`config.mk`:
```
export PLATFORM = sky130hd
export DESIGN_NAME = uart_rx
export DESIGN_NICKNAME = d
export VERILOG_FILES = /design/src/rtl/uart_pkg.sv /design/src/rtl/sync_2ff.sv /design/src/rtl/uart_rx.sv
export SDC_FILE = /design/constraint.sdc
export NUM_CORES = 1
export LEC_CHECK = 0
export ABC_AREA = 1
export BUFFER_PORTS_ARGS = -buffer_cell sky130_fd_sc_hd__buf_4
export CAP_MARGIN = 10
export CELL_PAD_IN_SITES_DETAIL_PLACEMENT = 1
export CELL_PAD_IN_SITES_GLOBAL_PLACEMENT = 2
export CORE_MARGIN = 3
export CORE_UTILIZATION = 26
export DETAILED_ROUTE_END_ITERATION = 6
export MAX_ROUTING_LAYER = met4
export PLACE_DENSITY_LB_ADDON = 0.1
export SLEW_MARGIN = 40
export SYNTH_ARGS = -nofsm -noshare
export SYNTH_HDL_FRONTEND = slang
export SYNTH_HIERARCHICAL = 1
export SYNTH_SLANG_ARGS = --single-unit
```
`constraint.sdc`:
```
create_clock -name clk -period 1.2 [get_ports clk]
set_input_delay 0.12 -clock clk [delete_from_list [all_inputs] [get_ports clk]]
set_output_delay 0.12 -clock clk [all_outputs]
set_load 0.05 [all_outputs]
```
`src/rtl/uart_pkg.sv`:
```
// uart_pkg -- definitions shared by the UART receiver and transmitter.
//   uart_state_e   : frame-sequencing state encoding
//   calc_bitlim()  : clocks per bit for a given clock/baud pair
//   calc_halflim() : clocks to the middle of a bit (integer half of bitlim)
package uart_pkg;

  typedef enum logic [1:0] {
    ST_IDLE  = 2'd0,
    ST_START = 2'd1,
    ST_DATA  = 2'd2,
    ST_STOP  = 2'd3
  } uart_state_e;

  function automatic int calc_bitlim(input int clkfreq, input int baudrate);
    return clkfreq / baudrate;
  endfunction

  function automatic int calc_halflim(input int clkfreq, input int baudrate);
    return calc_bitlim(clkfreq, baudrate) / 2;
  endfunction

endpackage

```
`src/rtl/sync_2ff.sv`:
```
// sync_2ff -- two-flop synchronizer for a single asynchronous input.
// Both flops reset to 1 so that an idle-high serial line does not produce a
// false start edge when reset is released.
//   clk   : sampling clock
//   rst_n : asynchronous active-low reset
//   d     : asynchronous input
//   q     : synchronized output
module sync_2ff (
  input  logic clk,
  input  logic rst_n,
  input  logic d,
  output logic q
);

  logic meta;

  always_ff @(posedge clk or negedge rst_n) begin
    if (!rst_n) begin
      meta <= 1'b1;
      q    <= 1'b1;
    end else begin
      meta <= d;
      q    <= meta;
    end
  end

endmodule

```
`src/rtl/uart_rx.sv`:
```
// uart_rx -- UART receiver: 1 start bit, p_databits data bits (LSB first),
// stop bit sampled at mid-bit. Only the first stop bit is looked at; any
// further stop bits simply read as idle line.
//   clk            : system clock (p_clkfreq Hz), rising edge
//   rst_n          : asynchronous active-low reset
//   rx_i           : asynchronous serial input, idle high
//   dout_o         : last correctly received word, held between frames
//   rx_done_tick_o : one-clk pulse when dout_o has just been updated
//   frame_err_o    : one-clk pulse when the stop bit is sampled low
// Build option: define UART_RX_FRAME_ERR_EN to enable stop-bit checking.
// Without it the stop sample is ignored and frame_err_o is tied low.
//
// state   | meaning
// --------+-------------------------------------------------------------
// IDLE    | line idle, waiting for a low level on the synchronized rx
// START   | timing to mid start bit; high there means it was a glitch
// DATA    | sampling p_databits data bits, one every bit time
// STOP    | sampling the stop bit, then publishing the word (or error)
module uart_rx
  import uart_pkg::*;
#(
  parameter int p_clkfreq  = 100_000_000,
  parameter int p_baudrate = 10_000_000,
  parameter int p_databits = 10
) (
  input  logic                  clk,
  input  logic                  rst_n,
  input  logic                  rx_i,
  output logic [p_databits-1:0] dout_o,
  output logic                  rx_done_tick_o,
  output logic                  frame_err_o
);

  localparam int BITLIM  = calc_bitlim(p_clkfreq, p_baudrate);
  localparam int HALFLIM = calc_halflim(p_clkfreq, p_baudrate);
  localparam int TW      = (BITLIM > 1) ? $clog2(BITLIM) : 1;
  localparam int CW      = $clog2(p_databits + 1);

  localparam logic [TW-1:0] BIT_TC   = TW'(BITLIM - 1);
  localparam logic [TW-1:0] HALF_TC  = TW'(HALFLIM - 1);
  localparam logic [CW-1:0] LAST_BIT = CW'(p_databits - 1);

  logic                  rx_sync;
  uart_state_e           state;
  logic [TW-1:0]         timer;
  logic [CW-1:0]         bitcnt;
  logic [p_databits-1:0] shreg;

  sync_2ff u_sync (
    .clk   (clk),
    .rst_n (rst_n),
    .d     (rx_i),
    .q     (rx_sync)
  );

  always_ff @(posedge clk or negedge rst_n) begin
    if (!rst_n) begin
      state          <= ST_IDLE;
      timer          <= '0;
      bitcnt         <= '0;
      shreg          <= '0;
      dout_o         <= '0;
      rx_done_tick_o <= 1'b0;
`ifdef UART_RX_FRAME_ERR_EN
      frame_err_o    <= 1'b0;
`endif
    end else begin
      rx_done_tick_o <= 1'b0;
`ifdef UART_RX_FRAME_ERR_EN
      frame_err_o    <= 1'b0;
`endif
      case (state)
        ST_IDLE: begin
          if (!rx_sync) begin
            state  <= ST_START;
            timer  <= '0;
            bitcnt <= '0;
          end
        end

        ST_START: begin
          if (timer == HALF_TC) begin
            timer <= '0;
            state <= rx_sync ? ST_IDLE : ST_DATA;
          end else begin
            timer <= timer + 1'b1;
          end
        end

        ST_DATA: begin
          if (timer == BIT_TC) begin
            timer  <= '0;
            // LSB arrives first, so shifting right from the MSB end leaves
            // bit 0 in place after the last sample.
            shreg  <= {rx_sync, shreg[p_databits-1:1]};
            bitcnt <= bitcnt + 1'b1;
            if (bitcnt == LAST_BIT) begin
              state <= ST_STOP;
            end
          end else begin
            timer <= timer + 1'b1;
          end
        end

        ST_STOP: begin
          if (timer == BIT_TC) begin
            timer <= '0;
            state <= ST_IDLE;
`ifdef UART_RX_FRAME_ERR_EN
            if (rx_sync) begin
              dout_o         <= shreg;
              rx_done_tick_o <= 1'b1;
            end else begin
              frame_err_o    <= 1'b1;
            end
`else
            dout_o         <= shreg;
            rx_done_tick_o <= 1'b1;
`endif
          end else begin
            timer <= timer + 1'b1;
          end
        end

        default: begin
          state  <= ST_IDLE;
          timer  <= '0;
          bitcnt <= '0;
        end
      endcase
    end
  end

`ifndef UART_RX_FRAME_ERR_EN
  assign frame_err_o = 1'b0;
`endif

endmodule

```
==> qor_table.md <==
| Quantity | Reported | Unit |
| --- | --- | --- |
| Clock root buffer master | clkbuf_8 | - |
| Total number of vias | 1134 | - |
| CTS HTree Levels | 2 | - |
| Outcome | complete, but fails checks | - |
| Starting density of the core | 28.0 | % |
| Cts bufs inserted | 5 | - |
| Initial drt markers | 23 | - |
| Routed Wire Length | 3240 | um |
| Fraction of synthesized cell area taken by the top area cell type | 52.0 | % |
| Via/cell ratio | 4.23 | - |
| Number of storage elements in the synthesis netlist | 33 | - |
| Post-synthesis mux area share | 0 | % |
| Count of pins over their slew limit | 0 | - |
| Final number of hold-violating endpoints | 0 | - |
| Simple-gate area share of the yosys netlist | 18.5 | % |
| CP Launch Type | register | - |
| Nets in the synthesized netlist | 165 | - |
| Area of the die | 6690 | um^2 |
| Area leader, netlist | dfrtp_1 | - |
| Critical path class | register to register | - |
| Most area-consuming cells after synthesis | dfrtp_1, nand2_1, inv_1, o21ai_2, o21ai_0 | - |
| Leakage power | 0.000955 | uW |
| Dominant combinational cell family by area after synthesis | simple AND/OR/NAND/NOR gates | - |
| Max capacitance violation total | 0 | - |
| Number of setup violations in the final report | 29 | - |
| TritonCTS clock tree | yes | - |
| Violated checks | negative setup slack | - |
| Crit share post-route | 107 | % |
| Total Power | 3370 | uW |
| Placed wire-length estimate after detailed placement | 2270 | um |
| CTS Buffer Depth | 2 | - |
| Peak supply drop | 0.737 | mV |
| Mean area per synthesized cell | 9.51 | um^2 |
| Count of distinct cell types in the synthesized netlist | 23 | - |
| Relative area change from synthesis to final layout | 39.0 | % |
| Post-synthesis instance area | 1490 | um^2 |
| Crit path max fanout | 10 | - |
| Combined area of the multi-input logic cells | 634 | um^2 |
| Final Core Density | 38.9 | % |
| Sequential cell area | 830 | um^2 |
| Filler cell count | 615 | - |
| Worst clock skew | 0.00591 | ns |
| Remaining global-route overflow | 0 | - |
| Buffers added on ports | 13 | - |
| Fraction of final layout cells with drive strength greater than 1 | 42.9 | % |
| Post-CTS clock slew at the launch and capture registers of the worst setup and hold paths | 0.07 | ns |
| Drt wl/cell | 12.1 | um |
| Adder-cell area share of the yosys netlist | 4.19 | % |
| TritonRoute pass-1 iters | 4 | - |
| Routed Antenna Nets | 0 | - |
| Pin count of the biggest net entering global routing | 34 | - |
| Synthesized-area fraction occupied by ao, oa, aoi and oai cells | 11.8 | % |
| Final period demand of the worst path | 1.29 | ns |
| Worst min-delay path class | input port to asynchronous set/reset pin | - |
| Vertical die dimension | 81.8 | um |
| Worst-skew pair later-pin latency | 0.28 | ns |
| Number of antenna violations at the first check in global routing | 0 | - |
| Power density relative to cell area | 1630 | nW/um^2 |
| Routability Congestion | 0.789 | - |
| Die Width | 81.8 | um |
| Slack of the worst reg-to-reg path | -0.09 | ns |
| Global-route usage over all layers | 11.9 | % |
| Number of I/O pins | 15 | - |
| Core area | 5340 | um^2 |
| Launching point of the worst reg2reg path | timer[1] | - |
| Number of rows created at floorplan | 26 | - |
| Portion of the post-synthesis area used by sequential elements | 55.5 | % |
| Setup repair after global routing missed its margin | true | - |
| Kind of capture point of the worst setup path | register | - |
| Peak Freq | 0.777 | GHz |
| XOR/XNOR share of the synthesized area | 1.17 | % |
| Startpoint of the most critical setup path | timer[1] | - |
| Via count of the first global-routing pass | 1187 | - |
| Number of instances in the synthesized netlist | 157 | - |
| Total number of nets in the final design | 205 | - |
| Yosys warnings | 6 | - |
| Setup TNS | -1.83 | ns |
| Global-route wire length before repair | 5720 | um |
| Antenna diode count | 0 | - |
| Post-route cell area | 2070 | um^2 |
| Crit path setup slack, layout | -0.0865 | ns |
| Placed inst area | 1780 | um^2 |
| Number of design rule violations left after detail routing | 0 | - |
| Data required time of the worst path | 1.40 | ns |
| Sink count of the clock tree | 33 | - |
| Worst slack, placed | -0.139 | ns |
| Critical path data arrival time | 1.48 | ns |
[through the flow]
stage	instances	hold slack, ns
2_1_floorplan	157	-0.176
3_3_place_gp	251	0.0923
3_5_place_dp	251	0.101
4_1_cts	268	0.334
5_1_grt	268	0.365
6_report	268	0.322
[sequential cells by signal (all words and copies together), names as in the netlist, named ones only]
signal          cells
u_sync/meta         1
shreg              10
dout_o             10
state               1
rx_done_tick_o      1
timer               4
u_sync/q            1
bitcnt              4
[worst max-delay path, stage by stage (launching register included)]
cell and delay (ns):
dfrtp_1 0.39, inv_2 0.09, ha_4 0.14, nand3_4 0.09
nor2_4 0.18, buf_4 0.19, nand2_1 0.05, o21ai_0 0.07
[logic make-up (layout without fill, tap and decap cells)]
family          after synthesis  after routing
other cells                   1              1
fa+ha+maj                     5              5
compound gates               27             27
buf+inv                      28             69
xor+xnor                      2              2
flops                        33             33
simple gates                 61             61
[layer usage]
layer / GRT usage (%) / part of all wire (%) / vias to the layer above / wire length, um
met5: - / 0 / - / 0
met4: 5.48 / 1.6 / 0 / 51
met3: 3.07 / 3.7 / 5 / 120
met2: 18.8 / 51 / 16 / 1650
met1: 14.2 / 44 / 545 / 1420
li1: - / - / 568 / -
[synthesized netlist by cell type]
| library cell | count |
|---|---|
| dfstp_2 | 2 |
| a21oi_2 | 1 |
| nand3_2 | 1 |
| buf_4 | 1 |
| nand2_2 | 5 |
| o21ai_0 | 15 |
| buf_6 | 2 |
| o21ai_2 | 9 |
| a21oi_1 | 1 |
| inv_4 | 1 |
| conb_1 | 1 |
| nor2_2 | 1 |
| nor2_1 | 6 |
| nor2_4 | 2 |
| nand2_1 | 37 |
| dfrtp_1 | 31 |
| nand3_1 | 8 |
| inv_1 | 23 |
| xor2_1 | 2 |
| ha_1 | 5 |
| o2bb2ai_1 | 1 |
| nor3_1 | 1 |
| clkbuf_2 | 1 |
[placed cells by master (no fill, tap or decap), types with 7 or more instances in the layout]
cell type / instances
o21ai_0: 9
inv_1: 19
buf_4: 31
nand2_1: 23
o21ai_2: 9
nand2_2: 12
nand3_1: 8
nand2_4: 7
dfrtp_1: 30
[cell type report]
class | count | share of cell area (%)
repair inverters | 2 | 0.965
repair buffers | 35 | 13.7
flip-flops and latches | 33 | 40.0
clock buffers | 7 | 4.16
inverters | 24 | 4.95
well taps | 70 | 4.22
multi-input cells | 96 | 30.6
clock inverters | 1 | 1.45
[final timing paths]
check / end / cells past startpoint
worst max-delay path: shreg[2] / 7
worst min-delay path: shreg[6] / 2
worst max register to register: shreg[2] / 7
worst min register to register: u_sync/q / 0
max in group asynchronous: u_sync/q / 2
min in group clk: u_sync/q / 0
[report_power, final]
part / internal (uW) / leakage, uW / switching (uW) / total, uW
Sequential: 1210 / 0.000446 / 92.4 / 1300
Combinational: 483 / 0.000450 / 524 / 1010
Clock: 677 / 0.0000585 / 392 / 1070
[what timing repair did]
item,4_1_cts,5_1_grt
endpoints found under the hold margin,32,0
buffers inserted,5,0
resized for setup,35,3
setup endpoints to repair,30,30
cloned,2,0
pin swaps,5,1
hold buffers,2,0
Note: power is estimated with default switching activity, not from simulation.
